`src/rtl/btn_pkg.sv`:
```
// Shared types and default parameter values for the push-button debouncer.
package btn_pkg;

    // Debounce FSM states
    typedef enum logic [1:0] {
        StLow,
        StWaitHigh,
        StHigh,
        StWaitLow
    } btn_state_e;

    localparam int unsigned SyncStagesDef     = 2;
    localparam int unsigned DebounceCyclesDef = 16;
    localparam int unsigned LongCyclesDef     = 64;

endpackage

```
`src/rtl/btn_debounce_if.sv`:
```
// Button bundle: raw input toward the debouncer, cleaned level and event pulses back.
interface btn_debounce_if;

    logic btn_raw;
    logic btn_level;
    logic btn_rise;
    logic btn_fall;
    logic btn_long;

    // Button source / consumer side
    modport master (
        output btn_raw,
        input  btn_level,
        input  btn_rise,
        input  btn_fall,
        input  btn_long
    );

    // Debouncer side
    modport slave (
        input  btn_raw,
        output btn_level,
        output btn_rise,
        output btn_fall,
        output btn_long
    );

endinterface

```
`src/rtl/btn_sync.sv`:
```
// Multi-flop synchronizer for an asynchronous single-bit input, cleared by reset.
module btn_sync #(
    parameter int unsigned STAGES = 2
) (
    input  logic clk,
    input  logic rstbtn_n,
    input  logic i_async,
    output logic o_sync
);

    logic [STAGES-1:0] r_stages;

    // Shift the raw input through the flop chain; only the last stage is used downstream
    always_ff @(posedge clk or negedge rstbtn_n) begin
        if (!rstbtn_n) begin
            r_stages <= '0;
        end else begin
            r_stages <= {r_stages[STAGES-2:0], i_async};
        end
    end

    assign o_sync = r_stages[STAGES-1];

endmodule

```
`src/rtl/btn_debounce.sv`:
```
// Push-button debouncer: synchronizer, 4-state stability FSM, press/release/long-press pulses.
module btn_debounce
    import btn_pkg::*;
#(
    parameter int unsigned SYNC_STAGES     = SyncStagesDef,
    parameter int unsigned DEBOUNCE_CYCLES = DebounceCyclesDef,
    parameter int unsigned LONG_CYCLES     = LongCyclesDef
) (
    input  logic           clk,
    input  logic           rstbtn_n,
    btn_debounce_if.slave  bus
);

    localparam int unsigned DbW   = $clog2(DEBOUNCE_CYCLES + 1);
    localparam int unsigned HoldW = $clog2(LONG_CYCLES + 1);

    localparam logic [DbW-1:0]   DbOne    = DbW'(1);
    localparam logic [DbW-1:0]   DbLast   = DbW'(DEBOUNCE_CYCLES - 1);
    localparam logic [HoldW-1:0] HoldOne  = HoldW'(1);
    localparam logic [HoldW-1:0] HoldMax  = HoldW'(LONG_CYCLES);

    logic             w_sync;
    btn_state_e       r_state;
    logic [DbW-1:0]   r_db_cnt;
    logic [HoldW-1:0] r_hold_cnt;
    logic             r_level;
    logic             r_rise;
    logic             r_fall;
    logic             r_long;

    logic             w_hold_sat;
    logic [HoldW-1:0] w_hold_next;
    logic             w_long_hit;

    btn_sync #(
        .STAGES (SYNC_STAGES)
    ) u_sync (
        .clk      (clk),
        .rstbtn_n (rstbtn_n),
        .i_async  (bus.btn_raw),
        .o_sync   (w_sync)
    );

    // Hold counter saturates so the long-press pulse fires only once per press
    assign w_hold_sat  = (r_hold_cnt == HoldMax);
    assign w_hold_next = w_hold_sat ? r_hold_cnt : r_hold_cnt + HoldOne;
    assign w_long_hit  = !w_hold_sat && (r_hold_cnt == HoldMax - HoldOne);

    // Debounce FSM with counters and registered level/pulse outputs
    always_ff @(posedge clk or negedge rstbtn_n) begin
        if (!rstbtn_n) begin
            r_state    <= StLow;
            r_db_cnt   <= '0;
            r_hold_cnt <= '0;
            r_level    <= 1'b0;
            r_rise     <= 1'b0;
            r_fall     <= 1'b0;
            r_long     <= 1'b0;
        end else begin
            r_rise <= 1'b0;
            r_fall <= 1'b0;
            r_long <= 1'b0;
            unique case (r_state)
                StLow: begin
                    if (w_sync) begin
                        r_state  <= StWaitHigh;
                        r_db_cnt <= DbOne;
                    end
                end
                StWaitHigh: begin
                    if (!w_sync) begin
                        r_state  <= StLow;
                        r_db_cnt <= '0;
                    end else if (r_db_cnt == DbLast) begin
                        r_state    <= StHigh;
                        r_db_cnt   <= '0;
                        r_hold_cnt <= '0;
                        r_level    <= 1'b1;
                        r_rise     <= 1'b1;
                    end else begin
                        r_db_cnt <= r_db_cnt + DbOne;
                    end
                end
                StHigh: begin
                    if (!w_sync) begin
                        r_state  <= StWaitLow;
                        r_db_cnt <= DbOne;
                    end
                    r_hold_cnt <= w_hold_next;
                    r_long     <= w_long_hit;
                end
                StWaitLow: begin
                    if (w_sync) begin
                        // Release bounce: back to pressed, hold count keeps running
                        r_state    <= StHigh;
                        r_db_cnt   <= '0;
                        r_hold_cnt <= w_hold_next;
                        r_long     <= w_long_hit;
                    end else if (r_db_cnt == DbLast) begin
                        r_state  <= StLow;
                        r_db_cnt <= '0;
                        r_level  <= 1'b0;
                        r_fall   <= 1'b1;
                    end else begin
                        r_db_cnt   <= r_db_cnt + DbOne;
                        r_hold_cnt <= w_hold_next;
                        r_long     <= w_long_hit;
                    end
                end
                default: begin
                    r_state <= StLow;
                end
            endcase
        end
    end

    assign bus.btn_level = r_level;
    assign bus.btn_rise  = r_rise;
    assign bus.btn_fall  = r_fall;
    assign bus.btn_long  = r_long;

endmodule

```
`src/flat_wrapper.sv`:
```
// flat-port wrapper written by rule: the top's interface ports become plain ports
module btn_debounce_flat import btn_pkg::*;
#(
    parameter int unsigned SYNC_STAGES     = SyncStagesDef,
    parameter int unsigned DEBOUNCE_CYCLES = DebounceCyclesDef,
    parameter int unsigned LONG_CYCLES     = LongCyclesDef
)
  (clk, rstbtn_n, bus_btn_raw, bus_btn_level, bus_btn_rise, bus_btn_fall, bus_btn_long);
  btn_debounce_if bus_i ();
  input  logic clk;
  input  logic rstbtn_n;
  input wire logic [$bits(bus_i.btn_raw)-1:0] bus_btn_raw;
  output wire logic [$bits(bus_i.btn_level)-1:0] bus_btn_level;
  output wire logic [$bits(bus_i.btn_rise)-1:0] bus_btn_rise;
  output wire logic [$bits(bus_i.btn_fall)-1:0] bus_btn_fall;
  output wire logic [$bits(bus_i.btn_long)-1:0] bus_btn_long;
  assign bus_i.btn_raw = bus_btn_raw;
  assign bus_btn_level = bus_i.btn_level;
  assign bus_btn_rise = bus_i.btn_rise;
  assign bus_btn_fall = bus_i.btn_fall;
  assign bus_btn_long = bus_i.btn_long;
  btn_debounce #(.SYNC_STAGES(SYNC_STAGES), .DEBOUNCE_CYCLES(DEBOUNCE_CYCLES), .LONG_CYCLES(LONG_CYCLES)) u_core (.clk(clk), .rstbtn_n(rstbtn_n), .bus(bus_i));
endmodule
```
`config.mk`:
```
export PLATFORM = sky130hd
export DESIGN_NAME = btn_debounce_flat
export DESIGN_NICKNAME = d
export VERILOG_FILES = /design/src/rtl/btn_pkg.sv /design/src/rtl/btn_debounce_if.sv /design/src/rtl/btn_sync.sv /design/src/rtl/btn_debounce.sv /design/src/flat_wrapper.sv
export SDC_FILE = /design/constraint.sdc
export NUM_CORES = 1
export LEC_CHECK = 0
export CAP_MARGIN = 30
export CORE_AREA = 2 2 50 52
export DETAILED_ROUTE_END_ITERATION = 12
export DIE_AREA = 0 0 52 54
export PLACE_DENSITY = 0.7
export SETUP_SLACK_MARGIN = 0.05
export SYNTH_ARGS = -nofsm -noshare
export SYNTH_HDL_FRONTEND = slang
export SYNTH_SLANG_ARGS = --single-unit
export TNS_END_PERCENT = 10
```
`constraint.sdc`:
```
create_clock -name clk -period 2.21 [get_ports clk]
set_input_delay 0.442 -clock clk [delete_from_list [all_inputs] [get_ports clk]]
set_output_delay 0.442 -clock clk [all_outputs]
set_load 0.02 [all_outputs]
```
==> metrics <==
layout cell share with drive strength beyond 1=0.1200; complex-gate fraction of the synthesized area=0.1215; period utilization=0.8143; Period minus WS final=1.799 ns; ys async rst share=1.000; hold path start=u_core.u_sync.r_stages[0]$_DFF_PN0_; Hold Violations, Final=0; Flop pwr share=0.661; post-synthesis cell count=92; # setup viols final=0; ys flop type=dfrtp_1; delay-heaviest family, CP=simple AND/OR/NAND/NOR gates; max incr delay on CP=0.50 ns; clk sinks=20; Clock Root Buffer=clkbuf_4; fillers=223; Global Route met3 Usage=0.03611; clk_lat worst skew=0.29 ns; element type at the critical path start=flop; xor/xnor share of the synthesized area=0.02685; worst-margin pin slew=0.6343 ns; total of max-cap violations=0; fin nets=108; crit path DAT=2.02 ns; Setup Total Neg Slack=0 ns; largest family of logic cells by synthesized area=simple AND/OR/NAND/NOR gates; Comb power frac=0.054; outcome=complete, no violations; cts hold-fix bufs=0; Synth Area in Simple Gates=0.2315; Setup crit start=u_core.r_db_cnt[0]$_DFFE_PN0P_; Worst VDD drop=0.3060 mV; Longest Clk Path Bufs=2; clock skew=0.0006704 ns; M2 GR Usage=0.2637; Worst setup EP type=flop; CTS H-tree lvls=1; met1 Use GR=0.1646; Switching Fraction=0.2216; Reg-to-Reg Start=u_core.r_db_cnt[0]$_DFFE_PN0P_; multiplexer area fraction after synthesis=0.04220; CTS tree=done; PortBufs=6; FF/Latch Area=500.5 sq um; total number of vias=713; relative slew slack=0.5741; cells along the critical path=ha_1, and4b_4, nor3b_4, or4_1, a21boi_1; die height=54 um; RSZ-0062 raised after global routing=false; Post CTS Setup Buffer Count=0; Crit-path slowest cell=or4_1; hpwl dp=1.269 mm; hold crit path type=flop to flop; TritonCTS buffer count=3; antenna violations before repair=0; P_int=0.4498 mW; DRT antenna net count=0; Ys Warns=0; Initial DRC Count=10; # diodes=0; area grow syn2layout=12.15%; Leak=0.4580 nW; CTS clk-pin slew, worst paths=0.10 ns; Starting Density=0.4218; Pwr Density=526.6 nW/um^2; vias in the first global route=698; core area=2320 sq um; largest net degree at the start of global routing=21; vias per cell=5.485; post-synthesis adder-cell area fraction=0.03836; power share of the clock group=0.285; Rows=18; Die ar.=2808 sq um; post-synth net total=98; wire length per cell=13.25 um; CP required=2.43 ns; kind of critical path=flop to flop; routability cong.=0.8211; Post-synth EDFFs=0; post-synth top area share=0.5115; top post-synthesis cells by count=dfrtp_1, nand2_1, nand3_1, o21ai_0, inv_1; residual DRC count=0; register area share after synthesis=0.5115; Syn Std Cell Area=978.4 sq um; final slew viol count=0; count leader, synth=dfrtp_1; routed wire length=1.723 mm; post-CTS sizing=0; P_sw=0.1281 mW; cell taking the most area after synthesis=dfrtp_1; cell area after layout=1097 sq um; register bit total from synthesis=20; critical-path maximum fanout=9; WP buf/inv=0; Overall Global Routing Usage=0.1469; grt total ovfl=0; synth unique cells=34; fmax=555.7 MHz; Top Ports=7; area of the multi-input gates=450.4 sq um; Syn Area/Cell=10.64 sq um; GR peak layer=met2; drt pass-1 iters=4; leading post-synthesis cells by cell area=dfrtp_1, ha_1, nand3_1, nand2_1, mux2i_1; dpl cell area=1075 sq um; global-route wire length before repair=3.008 mm; die width=52 um
[flip-flops by register name, summed over array words and instances, names as in the netlist, named ones only]
| signal | count |
|---|---|
| u_core.r_db_cnt | 5 |
| u_core.r_state | 1 |
| u_core.bus.btn_long | 1 |
| u_core.bus.btn_fall | 1 |
| u_core.r_hold_cnt | 7 |
| u_core.u_sync.r_stages | 2 |
| u_core.bus.btn_level | 1 |
| u_core.bus.btn_rise | 1 |
[stage by stage]
stage | std cells | utilization | hold WS (ns) | setup slack (ns) | power [mW]
after floorplan | 92 | - | 0.1464 | 0.5251 | 0.4040
after detailed placement | 127 | 0.4633 | 0.3364 | 0.4404 | 0.4210
final | 130 | 0.4730 | 0.3568 | 0.4105 | 0.5779
after global placement | 127 | 0.4633 | 0.3323 | 0.4922 | 0.4185
after CTS | 130 | 0.4730 | 0.3608 | 0.4113 | 0.5874
after global routing | 130 | 0.4730 | 0.3800 | 0.2889 | 0.6096
[worst reg2reg max path: stages, from the launching register on]
cell and delay (ns):
dfrtp_1 0.42, ha_1 0.25, and4b_4 0.23, nor3b_4 0.18, or4_1 0.50, a21boi_1 0.14
[power by group through the flow]
| stage | Combinational, mW | Clock (mW) | Sequential (mW) |
|---|---|---|---|
| 6_report | 0.0311 | 0.165 | 0.382 |
| 5_1_grt | 0.0357 | 0.190 | 0.384 |
| 4_1_cts | 0.0321 | 0.173 | 0.382 |
| 3_5_place_dp | 0.0320 | 0 | 0.389 |
| 3_3_place_gp | 0.0304 | 0 | 0.388 |
| 2_1_floorplan | 0.0185 | 0 | 0.386 |
[cells by family after synthesis]
| kind of cell | count (synthesis) |
|---|---|
| and+or+nand+nor | 37 |
| buffers and inverters | 7 |
| DFF | 20 |
| xor gates and xnor gates | 3 |
| muxes | 4 |
| AOI/OAI and AO/OA | 18 |
| adders and majority gates | 3 |
[path summary, 6_finish.rpt]
path	endpoint	slack [ns]	depth (start not counted)
min reg2reg	u_core.u_sync.r_stages[1]$_DFF_PN0_	0.36	0
max in group asynchronous	u_core.r_hold_cnt[2]$_DFFE_PN0P_	1.53	2
min	u_core.u_sync.r_stages[1]$_DFF_PN0_	0.36	0
min in group asynchronous	u_core.bus.btn_long$_DFF_PN0_	0.47	2
max reg2reg	u_core.r_hold_cnt[4]$_DFFE_PN0P_	0.41	5
max	u_core.r_hold_cnt[4]$_DFFE_PN0P_	0.41	5
[layout make-up]
cell class,count,area share
inverter,5,0.01710
sequential,20,0.4561
tap,30,0.03421
clock buffer,3,0.02052
multi-input combinational,65,0.4105
timing repair buffer,7,0.06157
[cells in the final DEF, fill, tap and decap left out, types with 2 or more instances in the layout]
cell type / Yosys / final
or4_1: 2 / 2
clkbuf_4: 0 / 3
clkdlybuf4s50_1: 0 / 6
a21oi_1: 3 / 3
nand2_1: 9 / 9
o21ai_0: 6 / 6
nor3_1: 2 / 2
mux2i_1: 3 / 3
dfrtp_1: 20 / 20
nor4b_1: 2 / 2
o31ai_1: 2 / 2
ha_1: 3 / 3
a21boi_1: 2 / 2
inv_1: 5 / 5
nand3_1: 7 / 7
xnor2_1: 3 / 3
nor2_1: 3 / 3
and2_2: 2 / 2
[per-layer routing]
metal,up-vias,wire length [um]
li1,345,-
met1,352,725
met2,14,923
met3,2,58
met4,0,16
met5,-,0
No activity file was read; power rests on OpenSTA's default activity.
==> RTL change (config.mk and constraints unchanged) <==
Change the package constant `SyncStagesDef` from 2 to 4.
--- a/src/rtl/btn_pkg.sv
+++ b/src/rtl/btn_pkg.sv
@@ -9,7 +9,7 @@
         StWaitLow
     } btn_state_e;
 
-    localparam int unsigned SyncStagesDef     = 2;
+    localparam int unsigned SyncStagesDef     = 4;
     localparam int unsigned DebounceCyclesDef = 16;
     localparam int unsigned LongCyclesDef     = 64;
 
Check against the original RTL: no difference found for any inputs over 10 cycles, from zero or initial values and one cycle with rstbtn_n low; that may be too few to reach the edited logic, so the function may still have changed.
==> RTL change against the unedited design <==
- worst setup slack better by 0.058 ns
- critical path depth down 4
- global-route usage up 0.56 points
- register-to-register slack better by 0.099 ns
- largest cell class unchanged
- sequential cell count up 2
- cell area up 8.8%
- non-clock buffer count unchanged
- synthesized area up 8.7%
- routed wire length up 6.2%
- total power up 33%
- clock skew up 0.0080 ns
==> RTL change: results (changes against the unedited design) <==
- Layout buffering overhead excluding clock cells: 5.66% (was 6.16%)
* Run status: finished, final reports clean (unchanged)
- Leading cell types by count after synthesis: 22 x sky130_fd_sc_hd__dfrtp_1, 13 x sky130_fd_sc_hd__nand2_1, 9 x sky130_fd_sc_hd__nor2_1 (was 20 x sky130_fd_sc_hd__dfrtp_1, 9 x sky130_fd_sc_hd__nand2_1, 7 x sky130_fd_sc_hd__nand3_1)
* Maximum vdd drop: 0.388 mV (was 0.306 mV)
* Critical-path top delay cell: sky130_fd_sc_hd__clkdlybuf4s50_1 (was sky130_fd_sc_hd__or4_1)
* R2R Setup Slk: 0.51 ns (was 0.41 ns)
* Clock Buffer Count: 3 (unchanged)
* Vias per std cell: 5.36 (was 5.48)
- Post-DR wirelength/cell: 13.1 microns (was 13.3 microns)
- Headroom to the max-slew limit: 62.5% (was 57.4%)
- The multi-input logic portion of the cell area was 39.4% (was 41.0%).
- Met3 wire len: 34 microns (was 58 microns)
* Leakage power summed over all cells: 0.565 nW (was 0.458 nW)
* CP max stage delay: 0.61 ns (was 0.50 ns)
- Dpl hpwl: 1330 microns (was 1270 microns)
- Met1 usage: 18.8% (was 16.5%)
* Largest fanout of any net on the critical path: 3 (was 9)
* Final nets: 117 (was 108)
- GRT met3 Usage: 3.33% (was 3.61%)
- Maximum number of pins on one net before global-route repair: 23 (was 21)
* Warnings from Yosys: 0 (unchanged)
* Routability Congestion: 0.677 (was 0.821)
* Total number of multi-input combinational cells: 73 (was 65)
- Worst clock skew on the final layout: 0.00870 ns (was 0.000670 ns)
- The clock-pin slew on the worst setup and hold paths came to 0.12 ns (was 0.10 ns).
- Worst path top cell family by delay: buffers and inverters (was simple AND/OR/NAND/NOR gates)
- The share of power burned in the clock network was 39.2% (was 28.5%).
- Wl on met1: 869 microns (was 725 microns)
* Switching part of the total: 19.9% (was 22.2%)
- The count of different cell masters after synthesis is 32 (was 34).
- Share of power burned in registers: 55.5% (was 66.1%)
- Signal arrival time at the worst endpoint: 1.30 ns (was 2.02 ns)
- The aggregate global-route resource usage is 15.3% (was 14.7%).
- Registers with the highest flip-flop counts: u_core.r_hold_cnt (7), u_core.r_db_cnt (5), u_core.u_sync.r_stages (4) (was u_core.r_hold_cnt (7), u_core.r_db_cnt (5), u_core.u_sync.r_stages (2))
- The number of non-clock inverters came to 4 (was 5).
- Fillers: 216 (was 223)
- The share of final layout cell area taken by clock buffers and inverters is 4.40% (was 2.05%).
- The number of nets produced by synthesis was 108 (was 98).
- Routed wl met2: 913 microns (was 923 microns)
- The ratio of cells with drive above 1 in the final layout is 16.4% (was 12.0%).
- Biggest area contributors in the synthesized netlist: sky130_fd_sc_hd__dfrtp_1 52%, sky130_fd_sc_hd__nand2_1 4.6%, sky130_fd_sc_hd__o21ai_0 3.8%, sky130_fd_sc_hd__ha_1 3.5%, sky130_fd_sc_hd__nor2_1 3.2% (was sky130_fd_sc_hd__dfrtp_1 51%, sky130_fd_sc_hd__ha_1 3.8%, sky130_fd_sc_hd__nand3_1 3.6%, sky130_fd_sc_hd__nand2_1 3.5%, sky130_fd_sc_hd__mux2i_1 3.1%)
-- RTL change: cell count changes after synthesis, moves of 3 or more --
| cell | change |
|---|---|
| sky130_fd_sc_hd__and3_2 | +3 |
| sky130_fd_sc_hd__nand2_1 | +4 |
| sky130_fd_sc_hd__a221o_1 | +3 |
| sky130_fd_sc_hd__mux2i_1 | -3 |
| sky130_fd_sc_hd__nor2_1 | +6 |
| sky130_fd_sc_hd__a22o_2 | +3 |
-- RTL change: cell families after synthesis --
logic type      synth area share, %
simple gates                   22.1
compound gates                 16.1
flops                          51.8
buf+inv                        4.00
xor+xnor                       2.47
fa+ha+maj                      3.53
-- RTL change: through the flow --
| step | instances | area (sq um) | setup WS [ns] | hold WS [ns] | power [mW] |
|---|---|---|---|---|---|
| 3_3_place_gp | 136 | 1140 | 0.599 | 0.332 | 0.470 |
| 2_1_floorplan | 102 | 1060 | 0.673 | 0.146 | 0.454 |
| 3_5_place_dp | 136 | 1140 | 0.519 | 0.347 | 0.474 |
| 5_1_grt | 140 | 1190 | 0.408 | 0.392 | 0.798 |
| 4_1_cts | 140 | 1190 | 0.455 | 0.376 | 0.772 |
| 6_report | 140 | 1190 | 0.469 | 0.374 | 0.768 |
-- RTL change: worst paths after layout --
kind | startpoint | end | depth (start not counted)
worst max register to register | u_core.r_db_cnt[0] | u_core.r_hold_cnt[2] | 5
worst min register to register | u_core.u_sync.r_stages[0] | u_core.u_sync.r_stages[1] | 0
max in group asynchronous | rstbtn_n | u_core.r_db_cnt[0] | 2
worst min-delay path | u_core.u_sync.r_stages[0] | u_core.u_sync.r_stages[1] | 0
worst max-delay path | u_core.bus.btn_level | bus_btn_level | 1
min in group asynchronous | rstbtn_n | u_core.r_hold_cnt[1] | 2
